**config.mk**
```make
export PLATFORM = sky130hd
export DESIGN_NAME = imem_loader
export DESIGN_NICKNAME = d
export VERILOG_FILES = /design/src/rtl/loader_pkg.sv /design/src/rtl/imem_loader.sv
export SDC_FILE = /design/constraint.sdc
export NUM_CORES = 1
export LEC_CHECK = 0
export ABC_AREA = 1
export CORE_ASPECT_RATIO = 0.8
export CORE_MARGIN = 4
export CORE_UTILIZATION = 46
export DETAILED_ROUTE_END_ITERATION = 16
export PLACE_DENSITY = 0.76
export SLEW_MARGIN = 20
export SYNTH_ARGS = -nofsm -noshare
export SYNTH_HDL_FRONTEND = slang
export SYNTH_SLANG_ARGS = --single-unit
```
**constraint.sdc**
```tcl
create_clock -name clk -period 1.2 [get_ports clk]
set_input_delay 0.24 -clock clk [delete_from_list [all_inputs] [get_ports clk]]
set_output_delay 0.24 -clock clk [all_outputs]
set_load 0.005 [all_outputs]
```
**src/rtl/loader_pkg.sv**
```systemverilog
// Shared types for the instruction-memory loader: FSM state encoding and word packing constants.
package loader_pkg;

    typedef enum logic [2:0] {
        IDLE,
        LEN,
        HI,
        LO,
        WR,
        CSUM,
        DONE
    } loader_state_t;

    localparam int BYTES_PER_WORD = 2;
    localparam int BYTE_W         = 8;

endpackage

```
**src/rtl/imem_loader.sv**
```systemverilog
// Byte-stream to instruction-memory writer: length byte, then big-endian byte pairs packed into words.
// Optional trailing XOR checksum and err port when IMEM_LOADER_CHECKSUM_EN is defined.
module imem_loader
    import loader_pkg::*;
#(
    parameter int                ADDR_W    = 8,
    parameter int                DATA_W    = BYTE_W * BYTES_PER_WORD,
    parameter logic [ADDR_W-1:0] BASE_ADDR = '0
) (
    input  logic              clk,
    input  logic              reset,
    input  logic              start,
    input  logic              abort,
    input  logic [7:0]        rx_data,
    input  logic              rx_valid,
    output logic              rx_ready,
    output logic              mem_we,
    output logic [ADDR_W-1:0] mem_waddr,
    output logic [DATA_W-1:0] mem_wdata,
    output logic              busy,
    output logic              load_done,
    output logic [ADDR_W:0]   word_count
`ifdef IMEM_LOADER_CHECKSUM_EN
    ,
    output logic              err
`endif
);

    localparam int              REM_W    = ADDR_W + 1;
    localparam logic [REM_W-1:0] FULL_LEN = {1'b1, {ADDR_W{1'b0}}};

    loader_state_t    state;
    loader_state_t    state_nxt;
    logic [REM_W-1:0] remaining;
    logic             take;
    logic             launch;

`ifdef IMEM_LOADER_CHECKSUM_EN
    logic [7:0]       csum;
`endif

    // An aborted cycle must not disturb the datapath even if the handshake completes.
    assign take   = rx_valid && rx_ready && !abort;
    assign launch = (state == IDLE) && start && !abort;

    assign mem_we    = (state == WR);
    assign busy      = (state != IDLE);
    assign load_done = (state == DONE);

    always_comb begin
        state_nxt = state;
        unique case (state)
            IDLE: if (launch) state_nxt = LEN;
            LEN:  if (take)   state_nxt = HI;
            HI:   if (take)   state_nxt = LO;
            LO:   if (take)   state_nxt = WR;
            WR: begin
                if (remaining != REM_W'(1)) begin
                    state_nxt = HI;
                end else begin
`ifdef IMEM_LOADER_CHECKSUM_EN
                    state_nxt = CSUM;
`else
                    state_nxt = DONE;
`endif
                end
            end
`ifdef IMEM_LOADER_CHECKSUM_EN
            CSUM: if (take) state_nxt = DONE;
`endif
            DONE:    state_nxt = IDLE;
            default: state_nxt = IDLE;
        endcase
        if (abort && (state != IDLE)) begin
            state_nxt = IDLE;
        end
    end

    // rx_ready is a flop so the upstream handshake never sees a combinational path from rx_valid.
    always_ff @(posedge clk or negedge reset) begin
        if (!reset) begin
            state    <= IDLE;
            rx_ready <= 1'b0;
        end else begin
            state    <= state_nxt;
            rx_ready <= (state_nxt == LEN) || (state_nxt == HI) ||
                        (state_nxt == LO)  || (state_nxt == CSUM);
        end
    end

    always_ff @(posedge clk or negedge reset) begin
        if (!reset) begin
            mem_waddr  <= BASE_ADDR;
            mem_wdata  <= '0;
            word_count <= '0;
            remaining  <= '0;
        end else begin
            unique case (state)
                IDLE: begin
                    if (launch) begin
                        word_count <= '0;
                        mem_waddr  <= BASE_ADDR;
                    end
                end
                LEN: begin
                    if (take) begin
                        remaining <= (rx_data == 8'd0) ? FULL_LEN : REM_W'(rx_data);
                    end
                end
                HI: if (take) mem_wdata[DATA_W-1 -: BYTE_W] <= rx_data;
                LO: if (take) mem_wdata[BYTE_W-1:0]         <= rx_data;
                WR: begin
                    mem_waddr  <= mem_waddr + 1'b1;
                    word_count <= word_count + 1'b1;
                    remaining  <= remaining - 1'b1;
                end
                default: ;
            endcase
        end
    end

`ifdef IMEM_LOADER_CHECKSUM_EN
    // Running XOR covers only data bytes; the length byte is excluded.
    always_ff @(posedge clk or negedge reset) begin
        if (!reset) begin
            csum <= '0;
            err  <= 1'b0;
        end else begin
            if (launch) begin
                csum <= '0;
                err  <= 1'b0;
            end else if (take && ((state == HI) || (state == LO))) begin
                csum <= csum ^ rx_data;
            end else if (take && (state == CSUM)) begin
                err <= (csum != rx_data);
            end
        end
    end
`endif

endmodule

```
# Yosys cells after proc, flatten, opt, wreduce, memory -nomap -nowiden
# Index checks and enable logic that the tools add are counted.
op_classes:
  addsub: 3
  n_eq_ne: 12
  muxes: 14
  n_reduce_logical: 18
op_table:
  columns: ["operator", "count"]
  rows:
  - ["$pmux 9 s2", 2]
  - ["$mux 9", 3]
  - ["$mux 3", 6]
  - ["$pmux 8 s2", 1]
  - ["$pmux 3 s5", 1]
  - ["$eq 3x2->1 const B", 4]
  - ["$add 9x1->9 const B", 1]
  - ["$eq 3x3->1 const B", 3]
  - ["$ne 9x1->1 const B", 1]
  - ["$sub 9x1->9 const B", 1]
  - ["$add 8x1->8 const B", 1]
  - ["$logic_not 8->1", 1]
  - ["$mux 8", 1]
  - ["$reduce_and 2->1", 4]
  - ["$eq 3x1->1 const B", 2]
  - ["$logic_and 1x1->1", 5]
  - ["$ne 2x2->1 const B", 2]
  - ["$reduce_bool 2->1", 2]
  - ["$logic_not 3->1", 1]
  - ["$logic_or 1x1->1", 3]
  - ["$reduce_bool 3->1", 1]
  - ["$logic_not 1->1", 1]
totals:
  regBits: 46
  inputBits: 13
  elab_cells: 54

# Logic depth before layout (Yosys ltp)
depth:
  ltp_word: 10
  depth_mapped: 8

# Worst setup path after synthesis
# No wires, ideal clock.
synth_timing:
  path_type: "flip-flop to flip-flop"
  startpoint: "register remaining[0]"
  endpoint: "register remaining[8]"
  setup_time_ns: 0.077
  t_arrival_ns: 1.161
  required_ns: 1.123
  slack_ns: -0.039
  path_stages_with_launch: 9
  path_buffers: 0
  period_less_slack_ns: 1.239
  cell_sequence: "dfrtp_1 inv_1 ha_1 nand2_1 nor2_1 nand2_1 nand2_1 nand3_1 a21oi_1"
synth_via:
  elab_chain_cells: 2
synth_rtl:
  columns: ["item", "line_no", "rtl"]
  rows:
  - ["start, declared", "imem_loader.sv:34", "logic [REM_W-1:0] remaining;"]
  - ["start signal, assigned", "imem_loader.sv:107", "remaining <= (rx_data == 8'd0) ? FULL_LEN : REM_W'(rx_data);"]
  - ["start signal, assigned", "imem_loader.sv:115", "remaining <= remaining - 1'b1;"]
  - ["$sub 9x1->9", "imem_loader.sv:115", null]
  - ["$pmux 9 s2", "imem_loader.sv:98", "unique case (state)"]
# No other way between the ends.
# A chain may end at the register's enable or synchronous reset.

# Worst setup path in the final report
layout_timing:
  startpoint: "register rx_ready"
  endpoint: "register rx_ready"
layout_via:
  elab_chain_cells: 9
  elab_cells_between_ends: 14
layout_rtl:
  columns: ["item", "line_no", "rtl"]
  rows:
  - ["start, declared", "imem_loader.sv:16", "output logic rx_ready,"]
  - ["start signal, assigned", "imem_loader.sv:86", "rx_ready <= (state_nxt == LEN) || (state_nxt == HI) ||"]
  - ["$logic_and 1x1->1 * (2 in series)", "imem_loader.sv:43", "assign take = rx_valid && rx_ready && !abort;"]
  - ["$mux 3, on equally long branches", "imem_loader.sv:56, imem_loader.sv:54, imem_loader.sv:55", null]
  - ["$pmux 3 s5 *", "imem_loader.sv:52", "unique case (state)"]
  - ["$mux 3 *", "imem_loader.sv:74", "if (abort && (state != IDLE)) begin"]
  - ["$eq 3x1->1 or $eq 3x2->1 (tied branches)", "imem_loader.sv:86", null]
  - ["$logic_or 1x1->1 (2 in series)", "imem_loader.sv:86", null]
  - ["$logic_or 1x1->1 *", "imem_loader.sv:87", "(state_nxt == LO) || (state_nxt == CSUM);"]
# Mark *: on every way between the ends. The rest lies on a longest branch, timed or not.

==> impl_metrics.prom <==
# TYPE chip_impl_metric gauge
chip_impl_info{name="violations_in_the_final_reports",value="setup timing"} 1
chip_impl_metric{name="worst_max_slew_pin_slew",unit="ns"} 0.363
chip_impl_metric{name="design.portCount",unit=""} 50
chip_impl_metric{name="die_width",unit="um"} 89.7
chip_impl_info{name="layout.cells.most_common_list",value="sky130_fd_sc_hd__buf_4 (69), sky130_fd_sc_hd__nand2_1 (50), sky130_fd_sc_hd__dfrtp_1 (44)"} 1
chip_impl_metric{name="seq_area_frac_synth",unit="%"} 46.9
chip_impl_info{name="hold_path.class",value="in2async"} 1
chip_impl_metric{name="cp_slowest_stage_delay",unit="ns"} 0.43
chip_impl_metric{name="floorplan.initialDensity",unit="%"} 48.2
chip_impl_metric{name="area_growth",unit="%"} 73.4
chip_impl_metric{name="cts_num_sinks",unit=""} 46
chip_impl_metric{name="design.core.area",unit="um^2"} 5090
chip_impl_metric{name="detailed_route_wire_length_per_cell",unit="um"} 20.3
chip_impl_metric{name="synth.avg_cell_area",unit="um^2"} 8.10
chip_impl_metric{name="synthesis.nets",unit=""} 320
chip_impl_metric{name="synthesis.yosys.warnings",unit=""} 0
chip_impl_metric{name="cts-htree-levels",unit=""} 2
chip_impl_info{name="worst_r2r_endpoint",value="rx_ready"} 1
chip_impl_info{name="dominant_combinational_cell_family_by_area_after_synthesis",value="simple AND/OR/NAND/NOR gates"} 1
chip_impl_metric{name="antenna_found_initial",unit=""} 0
chip_impl_metric{name="grt_start_max_net_pins",unit=""} 47
chip_impl_metric{name="detail_route.drc_violations",unit=""} 0
chip_impl_info{name="setup.worst_path.start_class",value="flop"} 1
chip_impl_metric{name="rows",unit=""} 23
chip_impl_metric{name="synthCells",unit=""} 303
chip_impl_metric{name="final_period_minus_worst_setup_slack",unit="ns"} 1.54
chip_impl_metric{name="drt_pre_antenna_iters",unit=""} 5
chip_impl_metric{name="num_antenna_cells",unit=""} 0
chip_impl_metric{name="viasPerCell",unit=""} 5.82
chip_impl_metric{name="place_congestion",unit=""} 0.824
chip_impl_metric{name="synth-compound-area-share",unit="%"} 16.1
chip_impl_metric{name="final_layout_size_suffix_gt1_share",unit="%"} 42.0
chip_impl_metric{name="clkSlewWorstSetupHoldPaths",unit="ns"} 0.10
chip_impl_metric{name="global_route.usage.met3",unit="%"} 5.49
chip_impl_metric{name="die_h",unit="um"} 73.3
chip_impl_info{name="outcome",value="finished with violations"} 1
chip_impl_metric{name="r2r_slack",unit="ns"} -0.34
chip_impl_info{name="cp_cell_sequence",value="buf_6 > buf_4 > nand3_1 > nand2_1 > nand2_1 > nor2_4 > nand3_1 > nand2_1"} 1
chip_impl_metric{name="peakVddDrop",unit="mV"} 1.05
chip_impl_info{name="cts_tree",value="yes"} 1
chip_impl_metric{name="synth.lib_cells_used.distinct",unit=""} 30
chip_impl_metric{name="critPathArrivalTime",unit="ns"} 1.79
chip_impl_info{name="criticalPathCategory",value="reg2reg"} 1
chip_impl_metric{name="slew-limit-headroom",unit="%"} 75.6
chip_impl_metric{name="worst-path-max-fanout",unit=""} 2
chip_impl_info{name="root_buffer",value="sky130_fd_sc_hd__clkbuf_8"} 1
chip_impl_metric{name="grt_pass1_wl",unit="um"} 12500
chip_impl_metric{name="fin_util",unit="%"} 83.5
chip_impl_metric{name="post-route-period-util",unit="%"} 129
chip_impl_metric{name="routed-via-count",unit=""} 2941
chip_impl_metric{name="r2r.worst_path.cells",unit=""} 8
chip_impl_metric{name="max_freq",unit="MHz"} 648
chip_impl_metric{name="drtAntennaViolNets",unit=""} 0
chip_impl_metric{name="synth.area.mux_share",unit="%"} 0
chip_impl_info{name="rsz0062_at_grt",value="yes"} 1
chip_impl_info{name="critical_path.reg2reg.startpoint",value="rx_ready"} 1
chip_impl_metric{name="worst-endpoint-required",unit="ns"} 1.45
chip_impl_info{name="cpMaxStageDelayCell",value="sky130_fd_sc_hd__dfrtp_1"} 1
chip_impl_metric{name="global_route.overflow_total",unit=""} 0
chip_impl_info{name="cp_common_cell",value="sky130_fd_sc_hd__nand2_1"} 1
chip_impl_metric{name="finalMaxSlewViolations",unit=""} 0
chip_impl_metric{name="met1_usage",unit="%"} 33.5
chip_impl_metric{name="syn_area",unit="um^2"} 2450
chip_impl_metric{name="wl",unit="um"} 10300
chip_impl_metric{name="hpwlAfterDp",unit="um"} 4710
chip_impl_info{name="synth_area_leaders",value="sky130_fd_sc_hd__dfrtp_1 (47%), sky130_fd_sc_hd__nand2_1 (10%), sky130_fd_sc_hd__nor2_1 (6.3%)"} 1
chip_impl_info{name="critPathCaptureType",value="flop"} 1
chip_impl_metric{name="leakagePower",unit="nW"} 2.05
chip_impl_metric{name="clk-insertion-delay-late",unit="ns"} 0.31
chip_impl_metric{name="ys_ff_latch",unit=""} 46
chip_impl_metric{name="final_cells",unit=""} 505
chip_impl_metric{name="worst_skew",unit="ns"} 0.0115
chip_impl_metric{name="grt_pass1_vias",unit=""} 2620
chip_impl_metric{name="finalWorstSetupSlack",unit="ns"} -0.342
chip_impl_metric{name="grt.met2_usage",unit="%"} 40.0
chip_impl_metric{name="gr-usage-all-layers",unit="%"} 25.1
chip_impl_metric{name="clockBufferDepth",unit=""} 2
chip_impl_metric{name="drt-initial-drc-count",unit=""} 332
chip_impl_metric{name="hold_violations",unit=""} 0
chip_impl_metric{name="setup_viol",unit=""} 51
chip_impl_metric{name="yosys.area.top_type_share",unit="%"} 46.9
chip_impl_metric{name="num-nets-final",unit=""} 459
chip_impl_metric{name="synthAdderAreaFrac",unit="%"} 2.04
chip_impl_info{name="grt_busiest_layer",value="met2"} 1
chip_impl_metric{name="place.detailed.instances",unit=""} 446
chip_impl_metric{name="floorplan.die_area",unit="um^2"} 6570
chip_impl_metric{name="synth-simple-area-share",unit="%"} 26.2
chip_impl_metric{name="tritoncts.num_buffers",unit=""} 5
chip_impl_metric{name="synthXorXnorAreaFrac",unit="%"} 0
chip_impl_metric{name="buffer_ports.inserted",unit=""} 49
chip_impl_metric{name="setup-tns-final",unit="ns"} -11.92
chip_impl_metric{name="max_cap_viol_count",unit=""} 0
chip_impl_info{name="synth.largest_area_cell",value="sky130_fd_sc_hd__dfrtp_1"} 1
chip_impl_metric{name="p_per_area",unit="nW/um^2"} 1700
chip_impl_info{name="final_common_cell",value="sky130_fd_sc_hd__buf_4"} 1
worst max-delay path by stage:
stage / from / endpoint / slack (ns)
floorplan: remaining[0] / remaining[8] / -0.01
global placement: abort / state[0] / -0.36
detailed placement: abort / state[0] / -0.41
CTS: state[1] / mem_we / -0.24
global route: state[0] / remaining[6] / -0.39
finish: rx_ready / rx_ready / -0.34
timing repair:
item,4_1_cts,5_1_grt
endpoints found under the setup margin,83,73
endpoints found under the hold margin,46,0
gates cloned,1,3
buffers inserted,26,21
hold buffers,1,0
gates resized for setup,107,78
pin swaps,11,14
area by class of cell:
cell class	count	area [um^2]
clock buffers	6	82.6
clock inverters	2	60.1
fillers	247	840
inverters	40	163
multi-input cells	210	1400
flip-flops and latches	46	1150
well taps	62	77.6
repair buffers	139	1320
worst max-delay path, delay by kind of cell (launching register included):
kind | cells | cell delay, ns
simple gates | 6 | 0.80
buf+inv | 2 | 0.24
flops | 1 | 0.43
state kept, by name (all words and copies together), names as in the netlist:
signal and flops:
state 3, mem_waddr 8, rx_ready 1, remaining 9, word_count 9, mem_wdata 16
synthesized netlist by cell type, drive strengths merged:
library cell,n
clkbuf,1
nand4,4
buf,6
o21a,2
a22oi,1
a21boi,2
inv,40
nor3,7
o32ai,1
dfrtp,46
o21ai,38
nor2,45
nand3,21
a31oi,1
nand2,70
a21oi,7
o22ai,3
o211ai,4
ha,4
per-layer routing:
layer	share of wire (%)	up-vias
li1	-	1262
met1	38	1420
met2	49	198
met3	8.3	61
met4	5.0	0
met5	0	-
kinds of logic after synthesis:
logic type / after synthesis
flops: 46
fa+ha+maj: 4
simple gates: 147
compound gates: 59
buf+inv: 47
where the power goes:
part	switching (mW)	internal, mW	total (mW)	leakage, nW
logic	1.66	1.72	3.38	1.38
clock network	0.602	0.890	1.49	0.0714
registers	0.364	1.99	2.35	0.606
metrics by stage:
step / instance area (um^2) / hold slack (ns) / total power [mW] / worst slack [ns]
6_report: 4250 / 0.435 / 7.23 / -0.342
3_3_place_gp: 3320 / 0.243 / 4.55 / -0.364
5_1_grt: 4250 / 0.478 / 7.50 / -0.391
3_5_place_dp: 3320 / 0.247 / 4.63 / -0.413
4_1_cts: 3800 / 0.449 / 6.41 / -0.242
2_1_floorplan: 2480 / -0.0556 / 3.34 / -0.0110
Note: power is estimated with default switching activity, not from simulation.
